<file path="src/rtl/muldiv_unit_pkg.sv">
// muldiv_unit_pkg: op-field layout shared by the multiply/divide unit and its users
package muldiv_unit_pkg;
    localparam int MDU_OP_W  = 4;
    localparam int MDU_MULT  = 3;
    localparam int MDU_MULTU = 2;
    localparam int MDU_DIV   = 1;
    localparam int MDU_DIVU  = 0;
endpackage

</file>
<file path="src/rtl/muldiv_unit_if.sv">
// muldiv_unit_if: request/response handshake bundle of the multiply/divide unit
interface muldiv_unit_if #(parameter int WIDTH = 32);
    import muldiv_unit_pkg::*;
    logic                in_valid;
    logic                in_ready;
    logic [MDU_OP_W-1:0] op;
    logic [WIDTH-1:0]    src0;
    logic [WIDTH-1:0]    src1;
    logic                flush;
    logic                out_valid;
    logic                out_ready;
    logic [WIDTH-1:0]    hi;
    logic [WIDTH-1:0]    lo;
    logic                busy;
    modport slave (input in_valid, op, src0, src1, flush, out_ready, output in_ready, out_valid, hi, lo, busy);
    modport master (output in_valid, op, src0, src1, flush, out_ready, input in_ready, out_valid, hi, lo, busy);
endinterface

</file>
<file path="src/rtl/muldiv_unit_div_restore_step.sv">
// div_restore_step: one restoring-division iteration, shifting a dividend bit into the partial remainder
module div_restore_step #(parameter int WIDTH = 32) (
    input  logic [WIDTH-1:0] rem_i,
    input  logic [WIDTH-1:0] quo_i,
    input  logic [WIDTH-1:0] div_i,
    output logic [WIDTH-1:0] rem_o,
    output logic [WIDTH-1:0] quo_o
);
    logic [WIDTH:0] shifted;
    logic [WIDTH:0] diff;
    assign shifted = {rem_i, quo_i[WIDTH-1]};
    assign diff    = shifted - {1'b0, div_i};
    assign rem_o   = diff[WIDTH] ? shifted[WIDTH-1:0] : diff[WIDTH-1:0];
    assign quo_o   = {quo_i[WIDTH-2:0], ~diff[WIDTH]};
endmodule

</file>
<file path="src/rtl/muldiv_unit.sv">
// muldiv_unit: iterative one-bit-per-cycle signed/unsigned multiply and restoring divide
module muldiv_unit import muldiv_unit_pkg::*; #(
    parameter int WIDTH = 32,
    parameter int CNT_W = $clog2(WIDTH) + 1
) (
    input logic           clk,
    input logic           resetn,
    muldiv_unit_if.slave  bus
);
    typedef enum logic [1:0] {IDLE = 2'd0, CALC = 2'd1, DONE = 2'd2} state_t;
    state_t             state_q, state_d;
    logic [CNT_W-1:0]   cnt_q, cnt_d;
    logic [WIDTH-1:0]   acc_q, acc_d, q_q, q_d, b_q, b_d, hi_q, hi_d, lo_q, lo_d;
    logic               is_div_q, is_div_d, neg_lo_q, neg_lo_d, neg_hi_q, neg_hi_d;
    logic [WIDTH:0]     mul_sum;
    logic [WIDTH-1:0]   div_rem, div_quo, step_acc, step_q;
    logic [2*WIDTH-1:0] prod;
    logic               op_div, sgn, a_neg, b_neg;

    div_restore_step #(.WIDTH(WIDTH)) u_step (
        .rem_i (acc_q),
        .quo_i (q_q),
        .div_i (b_q),
        .rem_o (div_rem),
        .quo_o (div_quo)
    );

    // MULT > MULTU > DIV > DIVU: a divide is selected only when neither multiply bit is set
    assign op_div = ~bus.op[MDU_MULT] & ~bus.op[MDU_MULTU];
    assign sgn    = bus.op[MDU_MULT] | (op_div & bus.op[MDU_DIV]);
    assign a_neg  = sgn & bus.src0[WIDTH-1];
    assign b_neg  = sgn & bus.src1[WIDTH-1];

    assign mul_sum  = {1'b0, acc_q} + (q_q[0] ? {1'b0, b_q} : '0);
    assign step_acc = is_div_q ? div_rem : mul_sum[WIDTH:1];
    assign step_q   = is_div_q ? div_quo : {mul_sum[0], q_q[WIDTH-1:1]};
    assign prod     = neg_lo_q ? -{step_acc, step_q} : {step_acc, step_q};

    always_comb begin
        state_d  = state_q;
        cnt_d    = cnt_q;
        acc_d    = acc_q;
        q_d      = q_q;
        b_d      = b_q;
        is_div_d = is_div_q;
        neg_lo_d = neg_lo_q;
        neg_hi_d = neg_hi_q;
        hi_d     = hi_q;
        lo_d     = lo_q;
        if (bus.flush) begin
            state_d = IDLE;
        end else if (state_q == IDLE) begin
            if (bus.in_valid && |bus.op) begin
                state_d  = CALC;
                cnt_d    = CNT_W'(WIDTH);
                acc_d    = '0;
                q_d      = a_neg ? -bus.src0 : bus.src0;
                b_d      = b_neg ? -bus.src1 : bus.src1;
                is_div_d = op_div;
                // divide by zero keeps an all-ones quotient regardless of dividend sign
                neg_lo_d = (a_neg ^ b_neg) & ~(op_div & (bus.src1 == '0));
                neg_hi_d = op_div ? a_neg : a_neg ^ b_neg;
            end
        end else if (state_q == CALC) begin
            acc_d = step_acc;
            q_d   = step_q;
            cnt_d = cnt_q - CNT_W'(1);
            if (cnt_q == CNT_W'(1)) begin
                state_d = DONE;
                hi_d    = is_div_q ? (neg_hi_q ? -step_acc : step_acc) : prod[2*WIDTH-1:WIDTH];
                lo_d    = is_div_q ? (neg_lo_q ? -step_q : step_q) : prod[WIDTH-1:0];
            end
        end else begin
            state_d = bus.out_ready ? IDLE : state_q;
        end
    end

    always_ff @(posedge clk or negedge resetn) begin
        if (!resetn) begin
            state_q  <= IDLE;
            cnt_q    <= '0;
            acc_q    <= '0;
            q_q      <= '0;
            b_q      <= '0;
            hi_q     <= '0;
            lo_q     <= '0;
            is_div_q <= 1'b0;
            neg_lo_q <= 1'b0;
            neg_hi_q <= 1'b0;
        end else begin
            state_q  <= state_d;
            cnt_q    <= cnt_d;
            acc_q    <= acc_d;
            q_q      <= q_d;
            b_q      <= b_d;
            hi_q     <= hi_d;
            lo_q     <= lo_d;
            is_div_q <= is_div_d;
            neg_lo_q <= neg_lo_d;
            neg_hi_q <= neg_hi_d;
        end
    end

    assign bus.in_ready  = (state_q == IDLE) & ~bus.flush;
    assign bus.out_valid = state_q == DONE;
    assign bus.busy      = state_q != IDLE;
    assign bus.hi        = hi_q;
    assign bus.lo        = lo_q;
endmodule

</file>
<file path="src/flat_wrapper.sv">
// flat-port wrapper written by rule: the top's interface ports become plain ports
module muldiv_unit_flat import muldiv_unit_pkg::*;
#(
    parameter int WIDTH = 32,
    parameter int CNT_W = $clog2(WIDTH) + 1
)
  (clk, resetn, bus_in_valid, bus_op, bus_src0, bus_src1, bus_flush, bus_out_ready, bus_in_ready, bus_out_valid, bus_hi, bus_lo, bus_busy);
  muldiv_unit_if #(.WIDTH(WIDTH)) bus_i ();
  input logic clk;
  input logic resetn;
  input wire logic [$bits(bus_i.in_valid)-1:0] bus_in_valid;
  input wire logic [$bits(bus_i.op)-1:0] bus_op;
  input wire logic [$bits(bus_i.src0)-1:0] bus_src0;
  input wire logic [$bits(bus_i.src1)-1:0] bus_src1;
  input wire logic [$bits(bus_i.flush)-1:0] bus_flush;
  input wire logic [$bits(bus_i.out_ready)-1:0] bus_out_ready;
  output wire logic [$bits(bus_i.in_ready)-1:0] bus_in_ready;
  output wire logic [$bits(bus_i.out_valid)-1:0] bus_out_valid;
  output wire logic [$bits(bus_i.hi)-1:0] bus_hi;
  output wire logic [$bits(bus_i.lo)-1:0] bus_lo;
  output wire logic [$bits(bus_i.busy)-1:0] bus_busy;
  assign bus_i.in_valid = bus_in_valid;
  assign bus_i.op = bus_op;
  assign bus_i.src0 = bus_src0;
  assign bus_i.src1 = bus_src1;
  assign bus_i.flush = bus_flush;
  assign bus_i.out_ready = bus_out_ready;
  assign bus_in_ready = bus_i.in_ready;
  assign bus_out_valid = bus_i.out_valid;
  assign bus_hi = bus_i.hi;
  assign bus_lo = bus_i.lo;
  assign bus_busy = bus_i.busy;
  muldiv_unit #(.WIDTH(WIDTH), .CNT_W(CNT_W)) u_core (.clk(clk), .resetn(resetn), .bus(bus_i));
endmodule
</file>
<file path="config.mk">
export PLATFORM = sky130hd
export DESIGN_NAME = muldiv_unit_flat
export DESIGN_NICKNAME = d
export VERILOG_FILES = /design/src/rtl/muldiv_unit_pkg.sv /design/src/rtl/muldiv_unit_if.sv /design/src/rtl/muldiv_unit_div_restore_step.sv /design/src/rtl/muldiv_unit.sv /design/src/flat_wrapper.sv
export SDC_FILE = /design/constraint.sdc
export NUM_CORES = 1
export LEC_CHECK = 0
export CAP_MARGIN = 10
export CORE_UTILIZATION = 30
export CTS_CLUSTER_SIZE = 25
export DETAILED_ROUTE_END_ITERATION = 10
export GPL_TIMING_DRIVEN = 1
export HOLD_SLACK_MARGIN = 0.12
export PLACE_DENSITY_LB_ADDON = 0.08
export SYNTH_ARGS = -nofsm -noshare
export SYNTH_HDL_FRONTEND = slang
export SYNTH_SLANG_ARGS = --single-unit
</file>
<file path="constraint.sdc">
create_clock -name clk -period 7.2 [get_ports clk]
set_clock_uncertainty 0.2 [all_clocks]
set_input_delay 2.16 -clock clk [delete_from_list [all_inputs] [get_ports clk]]
set_output_delay 2.16 -clock clk [all_outputs]
set_load 0.02 [all_outputs]
</file>
Yosys cells after proc, flatten, opt, wreduce, memory -nomap -nowiden. Cells that the tools add are included.

Register bits: 171. Word-level logic and storage cells: 77. Output and inout port bits: 67. Input bits: 73.

Add/sub/neg operators: 8. Eq/ne operators: 6. Muxes and demuxes: 27. Bitwise operators: 15. Reduce and logical (&&, ||, !) cells: 11.

Operators with widths (number): 2-to-1 mux 32 bit (16); negation 32 bit (4); 2-to-1 mux 64 bit (1); negation 64 bit (1); adder 32 x 33 -> 33 bit (1); subtractor 33 x 32 -> 33 bit (1); zero test 32 bit (1); 2-to-1 mux 6 bit (3); 2-to-1 mux 2 bit (6); AND reduction 3 bit (3); bitwise AND 1 bit (7); equality test 6 x 1 -> 1 bit, second input constant (1); inverter 1 bit (6); subtractor 6 x 1 -> 6 bit, second input constant (1); != test 4 x 3 -> 1 bit, second input constant (1); AND reduction 4 bit (1); nonzero test 2 bit (2); nonzero test 4 bit (1); OR reduction 4 bit (1); != test 3 bit, second input constant (1); equality test 2 x 1 -> 1 bit, second input constant (1); equality test 2 bit, second input constant (1); zero test 2 bit (1); != test 2 bit, second input constant (1); other kinds (4) (4).

Depth between registers and ports, before layout.
Depth in word-level cells: 8. Gate-level depth with buffers: 26. Depth with buffers taken out: 24.

Cells and area by module. Synthesis repeated with hierarchy kept, for this count alone.

Cell total of the unflattened synthesis: 1891. Area, all modules: 15041.9 µm².

Modules (own cells, without submodules): muldiv_unit (area each 12450.7 µm², instances 1, cells each 1555, sequential area each 4279.1 µm²); div_restore_step (area each 2591.2 µm², instances 1, cells each 336, sequential area each 0.0 µm²).

Worst setup path after synthesis. OpenSTA, ideal clock, no wires.

Path kind: register -> register. Start: register u_core.acc_q[6]. End: register u_core.hi_q[24], in the netlist u_core.bus.hi[24]. Path buffers: 3. Library setup time: 0.134 ns. Clock period less this slack: 5.375 ns. Stages on the path, launching flop included: 26. Slack: 1.825 ns. Required time: 6.866 ns. Arrival: 5.041 ns. Cells stage by stage: dfrtp_1 -> ha_1 -> buf_2 -> o21ai_1 -> a2111oi_4 -> o211ai_2 -> a211oi_2 -> a211o_1 -> buf_6 -> buf_6 -> nor2_1 -> a21oi_1 -> ha_1 -> nor3b_1 -> o221ai_1 -> or2_2 -> nor4_1 -> nand2_1 -> o21a_1 -> a21o_1 -> a21o_1 -> a211oi_1 -> o2111ai_1 -> nand2_1 -> xnor2_1 -> o21ai_0.

Longest elaborated chain between the ends: 6. Elaborated cells on any way between the ends: 11. Classes of those cells: add/sub: 4; mux: 6; bitwise: 1.

Ends and longest elaborated chain: start, declared (line muldiv_unit.sv:13) `logic [WIDTH-1:0] acc_q, acc_d, q_q, q_d, b_q, b_d, hi_q, hi_d, lo_q, lo_d;`; start signal, assigned (line muldiv_unit.sv:82) `acc_q <= '0;`; start signal, assigned (line muldiv_unit.sv:93) `acc_q <= acc_d;`; subtractor 33 x 32 -> 33 bit (line muldiv_unit_div_restore_step.sv:12) `assign diff = shifted - {1'b0, div_i};`; 2-to-1 mux 32 bit / inverter 1 bit (equally long branches) (line muldiv_unit_div_restore_step.sv:13, muldiv_unit_div_restore_step.sv:14); 2-to-1 mux 32 bit (on tied branches) (line muldiv_unit.sv:35, muldiv_unit.sv:36); negation 64 bit / negation 32 bit (equally long branches) (line muldiv_unit.sv:37, muldiv_unit.sv:70); 2-to-1 mux 64 bit / 2-to-1 mux 32 bit (equally long branches) (line muldiv_unit.sv:37, muldiv_unit.sv:70); 2-to-1 mux 32 bit (*) (line muldiv_unit.sv:70) `hi_d = is_div_q ? (neg_hi_q ? -step_acc : step_acc) : prod[2*WIDTH-1:WIDTH];`; end signal, assigned (line muldiv_unit.sv:96) `hi_q <= hi_d;`; end, declared (line muldiv_unit.sv:13).

Mark *: on every way between the ends. The rest lies on a longest branch, timed or not. A chain may end at the register's enable or synchronous reset.

Final worst setup path.
Start: register u_core.q_q[31]. End: register u_core.hi_q[26], in the netlist u_core.bus.hi[26].

Longest elaborated chain between the ends: 6. Elaborated cells on any way between the ends: 10. Classes of those cells: add/sub: 3; mux: 6; bitwise: 1.

Ends and longest elaborated chain: start, declared (line muldiv_unit.sv:13); start signal, assigned (line muldiv_unit.sv:94) `q_q <= q_d;`; subtractor 33 x 32 -> 33 bit (line muldiv_unit_div_restore_step.sv:12); 2-to-1 mux 32 bit / inverter 1 bit (equally long branches) (line muldiv_unit_div_restore_step.sv:13, muldiv_unit_div_restore_step.sv:14); 2-to-1 mux 32 bit (on tied branches) (line muldiv_unit.sv:35, muldiv_unit.sv:36); negation 64 bit / negation 32 bit (equally long branches) (line muldiv_unit.sv:37, muldiv_unit.sv:70); 2-to-1 mux 64 bit / 2-to-1 mux 32 bit (equally long branches) (line muldiv_unit.sv:37, muldiv_unit.sv:70); 2-to-1 mux 32 bit (*) (line muldiv_unit.sv:70).

Marked as above.

==> results.cfg <==
[die]
core_area_um2 = 50000
io_pins = 140
start_util = 0.304
die_w_um = 227
die_area_um2 = 51500
rows = 82
die_h_um = 227

[clock_tree]
cts_max_path_buffers = 2
cts_buffers = 17
clkTransAtPathRegs_ns = 0.07
clkSinkCount = 171
clock_latency_ns = 0.50
ctsHtreeMaxLevel = 4
cts-root-buf = clkbuf_16
cts_tree = yes
cts_hold_buffers = 0
cts_resized = 0
post_cts_buffers = 0

[synthesis]
synth_xor_area_frac = 0.0912
synth_top_family_by_area = compound AO/OA/AOI/OAI gates
synthCells = 1979
yosys-top-cells-count = nand2_1 (316), o21ai_0 (226), dfrtp_1 (171)
ys_types = 87
synth_area_um2 = 15200
ys_ff_latch = 171
ys_warn_count = 0
synth.top_cells.by_area = dfrtp_1 (28%), nand2_1 (7.8%), o21ai_0 (7.5%), ha_1 (5.8%), xnor2_1 (5.3%)
synth_most_common_cell = nand2_1
synth_edf_count = 0
synthArstFlopShare = 1.00
synthAdderAreaFrac = 0.0604
muxShareOfSynthArea = 0.0341
synth_nets = 2124
ys_seq_area_frac = 0.282
synth.largest_area_cell = dfrtp_1
ys.flop_type = dfrtp_1
synth_top_area_frac = 0.282
syn_avg_cell_area_um2 = 7.66
synth-compound-area-share = 0.256
synthSimpleGateAreaFrac = 0.231

[route]
drt_wl_total_mm = 62.1
drtPass1Iterations = 6
via_per_inst = 5.51
drtIter0Drc = 1333
vias = 15200
wl_per_cell_um = 22.5
drc = 0
postRouteAntennaNets = 0

[setup_path]
cp.arrival_ns = 6.66
critPathMaxStageDelay_ns = 0.49
end_kind = flip-flop
start_kind = flip-flop
critPathMaxFanout = 6
crit_required_ns = 7.37
crit_type = flip-flop to flip-flop
r2r_setup_slack_ns = 0.71
cp_slowest_cell = a211oi_1
crit_buf_inv = 3
crit_family = compound AO/OA/AOI/OAI gates

[global_routing]
grt_usage = 0.248
grt_pass1_vias = 14700
grt_pass1_wl_mm = 94.5
antenna_found_initial = 2
gr-total-overflow = 0
grt_max_degree = 81

[sta]
finalCritPeriodShare = 0.901
hold_viol = 0
drv_slew = 0
slew_headroom = 0.231
fin_tns_setup_ns = 0
worst_pin_slew_ns = 1.15
min_period_ns = 6.49
clock.fmax_mhz = 154
rsz0062_at_grt = false
finalSetupViolations = 0

[worst_hold_path]
min_path_type = flip-flop to flip-flop

[placement]
gp_congestion = 0.946
buffer_ports.inserted = 139
dp_hpwl_mm = 48.8

[cells_and_area]
antenna_cells = 0
drive_gt1_frac = 0.0518
nNetsFinal = 2218
syn_to_final_growth_pct = 17.9
postLayoutCoreUtil = 0.358

[power_and_ir_drop]
peakVddDrop_mv = 0.196
powerDensity_nw_per_um2 = 429
p_leak_nw = 7.52

[run_status]
status = completed

[run]
cap_violations = 0
-- sequential cells by signal, indices dropped and copies added, names as in the netlist --
signal,count
u_core.neg_hi_q,1
u_core.cnt_q,6
u_core.is_div_q,1
u_core.acc_q,32
u_core.q_q,32
u_core.neg_lo_q,1
u_core.state_q,2
u_core.bus.lo,32
u_core.bus.hi,32
u_core.b_q,32
-- worst register-to-register path, delay by kind of cell (launching register included) --
kind | cells | cell delay, ns
flops | 1 | 0.42
xor+xnor | 1 | 0.18
buf+inv | 3 | 0.44
compound gates | 11 | 2.90
simple gates | 7 | 1.39
fa+ha+maj | 3 | 0.83
-- stage by stage --
| stage | cell area (um^2) | power (W) | setup WS [ns] | hold slack [ns] | cells |
|---|---|---|---|---|---|
| 2_1_floorplan | 15200 | 0.00479 | 1.83 | 0.263 | 1979 |
| 3_3_place_gp | 17300 | 0.00666 | 0.708 | 0.265 | 2725 |
| 3_5_place_dp | 17300 | 0.00662 | 0.722 | 0.271 | 2726 |
| 4_1_cts | 17900 | 0.00767 | 0.858 | 0.288 | 2758 |
| 5_1_grt | 17900 | 0.00823 | 0.303 | 0.306 | 2758 |
| 6_report | 17900 | 0.00767 | 0.714 | 0.279 | 2758 |
-- layout by cell type (no fill, tap or decap), types with 6 or more instances in the layout --
| cell | n |
|---|---|
| nand2_1 | 316 |
| o21ai_0 | 226 |
| dfrtp_1 | 170 |
| a21oi_1 | 155 |
| clkdlybuf4s50_1 | 138 |
| nor2_1 | 133 |
| xnor2_1 | 92 |
| ha_1 | 70 |
| inv_1 | 68 |
| xor2_1 | 66 |
| nor3_1 | 52 |
| and2_1 | 47 |
| mux2i_1 | 46 |
| buf_4 | 36 |
| or3_1 | 31 |
| a31oi_1 | 28 |
| nand3_1 | 26 |
| and3_1 | 25 |
| a21o_1 | 21 |
| a22o_1 | 21 |
| nand2b_1 | 20 |
| clkbuf_16 | 17 |
| o221ai_1 | 15 |
| o31ai_1 | 15 |
| a211oi_1 | 14 |
| nand4_1 | 13 |
| nor2b_1 | 13 |
| nor4_1 | 13 |
| o211ai_1 | 12 |
| o21a_1 | 10 |
| nor3b_1 | 9 |
| a22oi_1 | 8 |
| a221oi_1 | 7 |
| a21boi_0 | 7 |
| a211o_1 | 6 |
| or2_2 | 6 |
| a31o_2 | 6 |
-- path summary, 6_finish.rpt --
kind,to,startpoint,cells after the start
max in group asynchronous,u_core.q_q[7]$_DFFE_PN0P_,resetn,2
min reg2reg,u_core.bus.hi[17]$_DFFE_PN0P_,u_core.bus.hi[17]$_DFFE_PN0P_,2
max,u_core.bus.hi[26]$_DFFE_PN0P_,u_core.q_q[31]$_DFFE_PN0P_,25
min in group asynchronous,u_core.acc_q[22]$_DFFE_PN0P_,resetn,1
max reg2reg,u_core.bus.hi[26]$_DFFE_PN0P_,u_core.q_q[31]$_DFFE_PN0P_,25
min,u_core.bus.hi[17]$_DFFE_PN0P_,u_core.bus.hi[17]$_DFFE_PN0P_,2
-- power breakdown --
part           total, W  internal, W  leakage, nW  switching (W)
Combinational   0.00504      0.00180         5.00        0.00324
Clock           0.00101     0.000532        0.289       0.000477
Sequential      0.00163      0.00126         2.23       0.000367
Total           0.00767      0.00359         7.52        0.00408
-- cell type report --
type                    instances  area [um^2]
clock buffers                  20          447
clock inverters                12          151
fillers                      5341        32100
inverters                      69          259
multi-input cells            1638        10200
flip-flops and latches        171         4280
well taps                     672          841
repair buffers                176         1670
-- cell families (layout without fill, tap and decap cells) --
group / count (synthesis) / count (layout)
DFF: 171 / 171
xor gates and xnor gates: 158 / 158
adders and majority gates: 72 / 72
AOI/OAI and AO/OA: 623 / 623
muxes: 51 / 51
buffers and inverters: 170 / 277
and+or+nand+nor: 734 / 734
-- metal layers --
metal,routed length [um],track usage,vias up
met4,1400,0.0756,0
li1,-,-,7317
met5,0,0,-
met1,30200,0.357,7377
met3,3330,0.0416,64
met2,27100,0.374,436
No activity file was read; power rests on OpenSTA's default activity.
